File: src/rtl/ecc_mm_result_collect.sv
// Result collector for the Montgomery multiplier PE array: buffers the word-serial
// product, subtracts p word by word, and presents the reduced result with a ready pulse.
module ecc_mm_result_collect #(
  parameter int RADIX    = 32,
  parameter int REG_SIZE = 384,
  parameter int S_NUM    = REG_SIZE / RADIX + 1
) (
  input  logic                clk,
  input  logic                reset_n,
  input  logic                zeroize,
  input  logic                start_i,
  input  logic                s_valid_i,
  input  logic [RADIX-1:0]    s_word_i,
  input  logic [REG_SIZE-1:0] p_i,
  output logic                busy_o,
  output logic                ready_o,
  output logic [REG_SIZE-1:0] result_o
);

  localparam int CNT_W = $clog2(S_NUM + 1);
  localparam int BUF_W = S_NUM * RADIX;
  localparam int SUB_W = RADIX + 1;
  localparam logic [CNT_W-1:0] LAST_CNT = CNT_W'(S_NUM - 1);

  typedef enum logic [1:0] {
    IDLE    = 2'd0,
    COLLECT = 2'd1,
    DONE    = 2'd2
  } state_e;

  state_e              state_q;
  logic [CNT_W-1:0]    cnt_q;
  logic                borrow_q;
  logic [BUF_W-1:0]    s_buf_q;
  logic [BUF_W-1:0]    diff_buf_q;
  logic                busy_q;
  logic                ready_q;
  logic [REG_SIZE-1:0] result_q;

  logic [BUF_W-1:0]    p_ext_s;
  logic [RADIX-1:0]    p_word_s;
  logic [SUB_W-1:0]    sub_s;

  // Word k of the modulus (zero for the overflow word) and the single borrow-chained subtractor.
  always_comb begin
    p_ext_s  = BUF_W'(p_i);
    p_word_s = p_ext_s[int'(cnt_q) * RADIX +: RADIX];
    sub_s    = {1'b0, s_word_i} - {1'b0, p_word_s} - SUB_W'(borrow_q);
  end

  // Collection FSM with registered outputs; the DONE cycle picks s or s-p by the final borrow.
  always_ff @(posedge clk or negedge reset_n) begin
    if (!reset_n) begin
      state_q    <= IDLE;
      cnt_q      <= '0;
      borrow_q   <= 1'b0;
      s_buf_q    <= '0;
      diff_buf_q <= '0;
      busy_q     <= 1'b0;
      ready_q    <= 1'b0;
      result_q   <= '0;
    end else if (zeroize) begin
      state_q    <= IDLE;
      cnt_q      <= '0;
      borrow_q   <= 1'b0;
      s_buf_q    <= '0;
      diff_buf_q <= '0;
      busy_q     <= 1'b0;
      ready_q    <= 1'b0;
      result_q   <= '0;
    end else begin
      ready_q <= 1'b0;
      if (state_q == DONE) begin
        ready_q  <= 1'b1;
        result_q <= borrow_q ? s_buf_q[REG_SIZE-1:0] : diff_buf_q[REG_SIZE-1:0];
      end else begin
        result_q <= result_q;
      end

      // start_i wins over any word arriving in the same cycle.
      if (start_i) begin
        state_q    <= COLLECT;
        cnt_q      <= '0;
        borrow_q   <= 1'b0;
        s_buf_q    <= '0;
        diff_buf_q <= '0;
        busy_q     <= 1'b1;
      end else begin
        case (state_q)
          IDLE: begin
            state_q <= IDLE;
            busy_q  <= 1'b0;
          end
          COLLECT: begin
            if (s_valid_i) begin
              s_buf_q[int'(cnt_q) * RADIX +: RADIX]    <= s_word_i;
              diff_buf_q[int'(cnt_q) * RADIX +: RADIX] <= sub_s[RADIX-1:0];
              borrow_q <= sub_s[RADIX];
              cnt_q    <= cnt_q + CNT_W'(1);
              if (cnt_q == LAST_CNT) begin
                state_q <= DONE;
                busy_q  <= 1'b0;
              end else begin
                state_q <= COLLECT;
                busy_q  <= 1'b1;
              end
            end else begin
              state_q <= COLLECT;
              busy_q  <= 1'b1;
            end
          end
          DONE: begin
            state_q <= IDLE;
            busy_q  <= 1'b0;
          end
          default: begin
            state_q <= IDLE;
            busy_q  <= 1'b0;
          end
        endcase
      end
    end
  end

  assign busy_o   = busy_q;
  assign ready_o  = ready_q;
  assign result_o = result_q;

endmodule

File: config.mk
export PLATFORM = sky130hd
export DESIGN_NAME = ecc_mm_result_collect
export DESIGN_NICKNAME = d
export VERILOG_FILES = /design/src/rtl/ecc_mm_result_collect.sv
export SDC_FILE = /design/constraint.sdc
export NUM_CORES = 2
export LEC_CHECK = 0
export CORE_MARGIN = 3
export CORE_UTILIZATION = 45
export CTS_BUF_LIST = sky130_fd_sc_hd__clkbuf_8
export DETAILED_ROUTE_END_ITERATION = 8
export PLACE_DENSITY_LB_ADDON = 0.25
export SLEW_MARGIN = 20
export SYNTH_ARGS = -nofsm -noshare
export SYNTH_HDL_FRONTEND = slang
export SYNTH_SLANG_ARGS = --single-unit
File: constraint.sdc
create_clock -name clk -period 4.9 [get_ports clk]
set_input_delay 0.49 -clock clk [delete_from_list [all_inputs] [get_ports clk]]
set_output_delay 0.49 -clock clk [all_outputs]
set_load 0.005 [all_outputs]
# After elaboration in Yosys (flattened, before gate mapping)
# Index checks and enable logic that the tools add are counted.
[word_totals]
inputBits = 421
out_inout_bits = 386
regBits = 1225
[classes]
add_sub_neg = 4
eq_ne = 3
n_mux = 33
n_reduce_logical = 4
shift = 4
[ops]
columns = ["op", "count"]
rows = [
  ["two-way mux 416 bit", 8],
  ["two-way mux 384 bit", 3],
  ["bitwise mux 416 bit", 2],
  ["variable part select 32 x 33 -> 416 bit", 2],
  ["variable shift 32 x 33 -> 416 bit, first input constant", 1],
  ["variable part select 416 x 10 -> 32 bit", 1],
  ["negation 9 -> 33 bit", 1],
  ["subtractor 32 x 32 -> 33 bit", 1],
  ["subtractor 33 x 1 -> 33 bit", 1],
  ["two-way mux 4 bit", 4],
  ["two-way mux 1 bit", 11],
  ["two-way mux 2 bit", 5],
  ["nonzero test 3 bit", 2],
  ["adder 4 x 1 -> 4 bit, second input constant", 1],
  ["== test 4 bit, second input constant", 1],
  ["== test 2 x 1 -> 1 bit, second input constant", 1],
  ["== test 2 bit, second input constant", 1],
  ["AND reduction 2 bit", 1],
  ["nonzero test 2 bit", 1],
]

# Logic depth before layout (Yosys ltp)
[depth]
depth_word = 9
depth_mapped = 21

# Worst setup path before layout
# No wires, ideal clock.
[synth_path]
kind = "register to register"
startpoint = "reg cnt_q[0]"
endpoint = "reg diff_buf_q[18]"
setup_slack_ns = -0.325
n_path_buf = 5
required_ns = 4.822
path_stages_with_launch = 20
setup_time_ns = 0.078
arrival_time_ns = 5.147
cell_sequence = "dfrtp_1 -> clkbuf_1 -> clkbuf_1 -> buf_2 -> buf_2 -> mux4_2 -> a21oi_1 -> fa_1 -> ha_1 -> or2_2 -> fa_1 -> nand2b_1 -> a2111oi_2 -> o221ai_1 -> and3_1 -> o31ai_2 -> xnor2_1 -> buf_2 -> nand2_1 -> a21oi_1"
[synth_via]
elab_chain_len = 9
word_cells_on_any_way = 11
[synth_lines]
columns = ["element", "line", "text"]
rows = [
  ["from (decl)", "32", "logic [CNT_W-1:0] cnt_q;"],
  ["from (signal assigned)", "99", "cnt_q <= cnt_q + CNT_W'(1);"],
  ["variable part select 416 x 10 -> 32 bit", "47", "p_word_s = p_ext_s[int'(cnt_q) * RADIX +: RADIX];"],
  ["subtractor 32 x 32 -> 33 bit", "48", "sub_s = {1'b0, s_word_i} - {1'b0, p_word_s} - SUB_W'(borrow_q);"],
  ["subtractor 33 x 1 -> 33 bit", "48", ""],
  ["variable part select 32 x 33 -> 416 bit", "97", "diff_buf_q[int'(cnt_q) * RADIX +: RADIX] <= sub_s[RADIX-1:0];"],
  ["bitwise mux 416 bit *", "97", ""],
  ["two-way mux 416 bit *", "95", "if (s_valid_i) begin"],
  ["two-way mux 416 bit *", "89", "case (state_q)"],
  ["two-way mux 416 bit *", "81", "if (start_i) begin"],
  ["two-way mux 416 bit *", "62", "end else if (zeroize) begin"],
  ["to (signal, indexed assignment)", "97", ""],
  ["to (decl)", "35", "logic [BUF_W-1:0] diff_buf_q;"],
]
# Mark *: on every way between the ends. The rest lies on a longest branch, timed or not. The select of a mux whose other input is x is not followed.
# A chain may end at the register's enable or synchronous reset.

# Worst setup path in the final report
[layout_path]
startpoint = "reg cnt_q[0]"
endpoint = "reg diff_buf_q[50]"
# Same word-level chain as after synthesis.

==> flow_summary.rst <==
.. list-table::
   :header-rows: 1

   * - Metric
     - Value
   * - Synthesized area per cell
     - roughly 11 um^2
   * - Worst path top cell family by delay
     - compound AO/OA/AOI/OAI gates
   * - GRT Resource Usage Total
     - around 34%
   * - Portion of total power attributed to combinational logic
     - ~18%
   * - Global route hottest layer
     - met2
   * - Setup repair after global routing missed its margin
     - true
   * - WP buf/inv
     - 3
   * - Number of nets in the finished design
     - roughly 6100
   * - Count of warnings emitted by yosys
     - 0
   * - Relative slew slack
     - approximately a quarter
   * - Prevailing post-synth register cell
     - sky130_fd_sc_hd__dfrtp_1
   * - Crit path kind
     - register to register
   * - Worst reg-to-reg path cell count
     - 18
   * - Synth unique cells
     - 75
   * - Timing endpoint of the critical path
     - diff_buf_q[50]$_DFFE_PN0P_
   * - Number of maximum-capacitance constraint violations
     - 0
   * - Internal power consumption
     - 15800 uW
   * - Worst IR drop on VDD
     - 0.0002288 V
   * - Mapped cell area
     - around 51000 um^2
   * - Number of failing hold endpoints at the final stage
     - 0
   * - Maximum clock insertion buffer count
     - 3
   * - Detailed-routing iteration count for the pre-antenna-repair pass
     - 5
   * - Total routed wirelength
     - about 210000 um
   * - Cell at the root of the clock tree
     - sky130_fd_sc_hd__clkbuf_8
   * - Total power density per cell area
     - ~330 nW/um^2
   * - Proportion of total power due to net switching
     - between 20 and 30%
   * - Largest stage delay on the critical path
     - ~0.57 ns
   * - XOR/XNOR Fraction of Synth Area
     - 0.5997%
   * - Endpoint kind of the worst setup timing path
     - register
   * - Pleak
     - 0.02827 uW
   * - Inserted Clock Buffers
     - ~180
   * - Synthesized netlist cell count
     - approximately 4700
   * - Post-Layout Inst Area
     - between 60000 and 70000 um^2
   * - Element type at the critical path start
     - register
   * - Met2 usage
     - a little under three fifths
   * - Fraction of final layout cells sized beyond drive strength 1
     - approximately 13%
   * - # port buffers
     - 806
   * - Library cell contributing the largest single delay on the critical path
     - sky130_fd_sc_hd__mux4_2
   * - Mux contribution to synthesized area
     - 12.47%
   * - Standard cell core area
     - ~110000 um^2
   * - GPL Wtd Cong
     - just over 0.9
   * - Number of vias per cell
     - around 5.8
   * - Number of core rows
     - 122
   * - Complex-gate fraction of the synthesized area
     - between 10% and 20%
   * - Worst-path cell chain
     - mux4_2 > mux2i_1 > nor2_1 > a21oi_2 > buf_4 > fa_1 > ha_2 > or2_4 > fa_2 > nand2b_4 > a2111oi_4 > buf_4 > o221ai_4 > and3_4 > o31ai_4 > xnor2_4 > buf_6 > a22o_1
   * - Number of levels in the clock H-tree
     - 4
   * - # clock sinks
     - around 1200
   * - Largest family of logic cells by synthesized area
     - compound AO/OA/AOI/OAI gates
   * - Adder-cell area share of the yosys netlist
     - about 1.7%
   * - Residual overflow from global routing
     - 0
   * - Register-to-register path setup slack
     - -0.14 ns
   * - Highest clock frequency the design can meet
     - ~200 MHz
   * - Number of endpoints failing setup at the final stage
     - 86
   * - CTS tree
     - yes
   * - P&R area growth vs syn
     - 31.26%
   * - Detailed Route Iter0 Violations
     - 4186
   * - Most frequent CP cell
     - sky130_fd_sc_hd__buf_4
   * - X dimension of the die
     - roughly 340 um
   * - Effective utilization at floorplan
     - between 40% and 50%
   * - Source of the critical timing path
     - cnt_q[0]$_DFFE_PN0P_
   * - DRC viols
     - 0
   * - Critical path peak fanout
     - 6
   * - Measured slew at the worst slew-check pin
     - approximately 1.1 ns
   * - Syn Nets
     - around 5200
   * - Net Sw Power
     - between 6000 and 7000 uW
   * - DIE AREA
     - between 100000 and 150000 um^2
   * - Post-layout worst setup margin
     - -0.1364 ns
   * - Clock slew at the register clock pins of the worst setup and hold paths
     - around 0.060 ns
   * - Kind of path behind the tightest hold check
     - input pin to register
   * - Wire length of the first global-routing pass
     - 291300 um
   * - Failing checks
     - setup timing
   * - Share of the yosys chip area belonging to registers
     - a little under three fifths
   * - Vias in the first global route
     - around 42000
   * - Reg-to-reg startpoint
     - cnt_q[0]$_DFFE_PN0P_
   * - Arrival time of data at the critical path endpoint
     - between 5 and 6 ns
   * - M3 GR Usage
     - between 6 and 7%
   * - Power share of the sequential group
     - approximately 43%
   * - Count of state elements after synthesis
     - approximately 1200
   * - Outcome
     - finished with violations
   * - Max Transition Viols Final
     - 0
   * - Clock tree skew after final layout
     - a little over 0.06 ns
   * - Clock Power Share
     - 38.9%
   * - Number of antenna violations at the first check in global routing
     - 31
   * - Number of enable flip-flop cells after synthesis
     - 0
   * - Crit Reg-Reg Endpoint
     - diff_buf_q[50]$_DFFE_PN0P_
   * - Post-synth ARST share
     - 100.0%
   * - Die Ht
     - between 300 and 400 um
   * - Crit. path cell count
     - 18
   * - Crit share post-route
     - 102.8%
   * - Worst endpoint required time
     - ~5.6 ns
   * - Clock latency on the worst-skew pair
     - between 0.8 and 0.9 ns
   * - Maximum number of pins on one net before global-route repair
     - 240
   * - Placement Cell Area
     - about 62000 um^2
   * - Shortest clock period the worst path allows after layout
     - between 5 and 6 ns
   * - Wire per inst
     - about 28 um
   * - Io pins
     - around 810
   * - Met1 Track Usage GR
     - about 44%
   * - Via count
     - roughly 42000
   * - Area share of and/or/nand/nor cells after synthesis
     - a little under a tenth
   * - Number of nets with antenna violations after routing
     - 0
   * - HPWL after detailed placement
     - ~140000 um
   * - Final total power
     - between 20000 and 25000 uW
-- power groups by stage --
stage	Clock, uW	Sequential (uW)	Combinational [uW]
after floorplan	0	9780	1190
after global placement	0	9780	3690
after detailed placement	0	9780	3720
after CTS	8760	9600	3810
after global routing	9180	9600	4090
final	8660	9610	3990
-- worst min-delay path: cells and delay by family --
family	cells	cell delay (ns)
buf+inv	1	0.42
compound gates	1	0.05
simple gates	1	0.06
-- metal layers --
| layer | vias up | part of all wire (%) |
|---|---|---|
| li1 | 18210 | - |
| met1 | 21400 | 38 |
| met2 | 2021 | 48 |
| met3 | 429 | 7.8 |
| met4 | 4 | 6.5 |
| met5 | - | 0.0097 |
-- sequential cells by signal, indices dropped and copies added (netlist names) --
| name | cells |
|---|---|
| diff_buf_q | 384 |
| result_o | 384 |
| s_buf_q | 384 |
| cnt_q | 4 |
| state_q | 2 |
| borrow_q | 1 |
| ready_o | 1 |
-- synth_stat cells (all sizes together), types with 2 or more instances --
master,n,area [um^2]
a211oi,7,57.55
a21boi,2,15.01
a21o,10,75.07
a21oi,92,464.2
a22o,278,2435
a311oi,2,30.03
a31o,2,17.52
a31oi,12,90.09
and2,9,56.30
and3,10,62.56
and4,2,17.52
buf,62,302.8
clkbuf,331,1244
dfrtp,1160,29030
fa,2,40.04
ha,65,813.3
inv,99,371.6
mux2i,417,4174
mux4,96,2162
nand2,999,3752
nand2b,3,18.77
nand3,20,100.1
nand4,11,68.82
nor2,61,231.5
nor2b,5,31.28
nor3,19,110.1
nor3b,4,30.03
nor4,4,25.02
nor4b,3,26.28
o2111ai,3,26.28
o211ai,3,27.52
o21a,2,15.01
o21ai,848,4255
o21bai,3,22.52
o2bb2ai,5,43.79
o31ai,9,77.57
or2,8,50.05
or3,4,25.02
or4,2,15.01
xnor2,19,173.9
xor2,15,131.4
-- how the worst min path moves through the flow --
stage,slack (ns),end,depth (start not counted),startpoint
after floorplan,0.19,borrow_q$_DFFE_PN0P_,0,reset_n
after global placement,0.46,result_o[214]$_DFFE_PN0P_,2,result_o[214]$_DFFE_PN0P_
after detailed placement,0.47,diff_buf_q[130]$_DFFE_PN0P_,2,diff_buf_q[130]$_DFFE_PN0P_
after CTS,0.16,s_buf_q[22]$_DFFE_PN0P_,3,s_word_i[22]
after global routing,0.22,s_buf_q[13]$_DFFE_PN0P_,3,s_word_i[13]
final,0.22,s_buf_q[22]$_DFFE_PN0P_,3,s_word_i[22]
-- area by class of cell --
type | count | area (um^2)
inverters | 99 | 371.6
clock inverters | 85 | 605.6
fillers | 9320 | 44610
diodes | 20 | 50.05
repair buffers | 1064 | 10770
well taps | 1488 | 1862
multi-input cells | 3073 | 20820
clock buffers | 240 | 3303
flip-flops and latches | 1160 | 29040
-- per-stage QoR --
stage	util [%]	TNS, ns	std cells	setup slack [ns]	hold WS [ns]
after floorplan	-	0	4725	0.02975	0.1944
after global placement	55.86	-147.95	6866	-0.9294	0.4595
after detailed placement	55.86	-143.65	6866	-0.9408	0.4685
after CTS	59.62	-6.061	7199	-0.2141	0.1581
after global routing	59.96	-19.70	7225	-0.2526	0.2212
final	59.97	-5.527	7229	-0.1364	0.2177
-- logic make-up after synthesis --
group / after synthesis
flops: 1160
compound gates: 1289
xor+xnor: 34
simple gates: 1169
fa+ha+maj: 67
buf+inv: 492
mux: 514
-- repair_timing --
item                                    in CTS  in global routing
setup buffers                                4                  9
endpoints found under the hold margin       67                  0
cloned                                       3                  0
hold buffers                                 1                  0
endpoints found under the setup margin     184                268
resized for setup                           34                 65
pin swaps                                   24                 37
-- layout by cell type, fill, tap and decap left out, drive strengths merged, types with 7 or more instances in the layout --
cell type	netlist	layout
a211oi	7	7
a21o	10	10
a21oi	92	92
a22o	278	278
a31oi	12	12
and2	9	9
and3	10	10
buf	62	256
clkbuf	331	241
clkdlybuf4s50	0	805
clkinv	0	30
dfrtp	1160	1160
diode	0	20
ha	65	65
inv	99	146
mux2i	417	417
mux4	96	96
nand2	999	999
nand3	20	20
nand4	11	11
nor2	61	61
nor3	19	19
o21ai	848	848
o31ai	9	9
or2	8	8
xnor2	19	19
xor2	15	15
No activity file was read; power rests on OpenSTA's default activity.
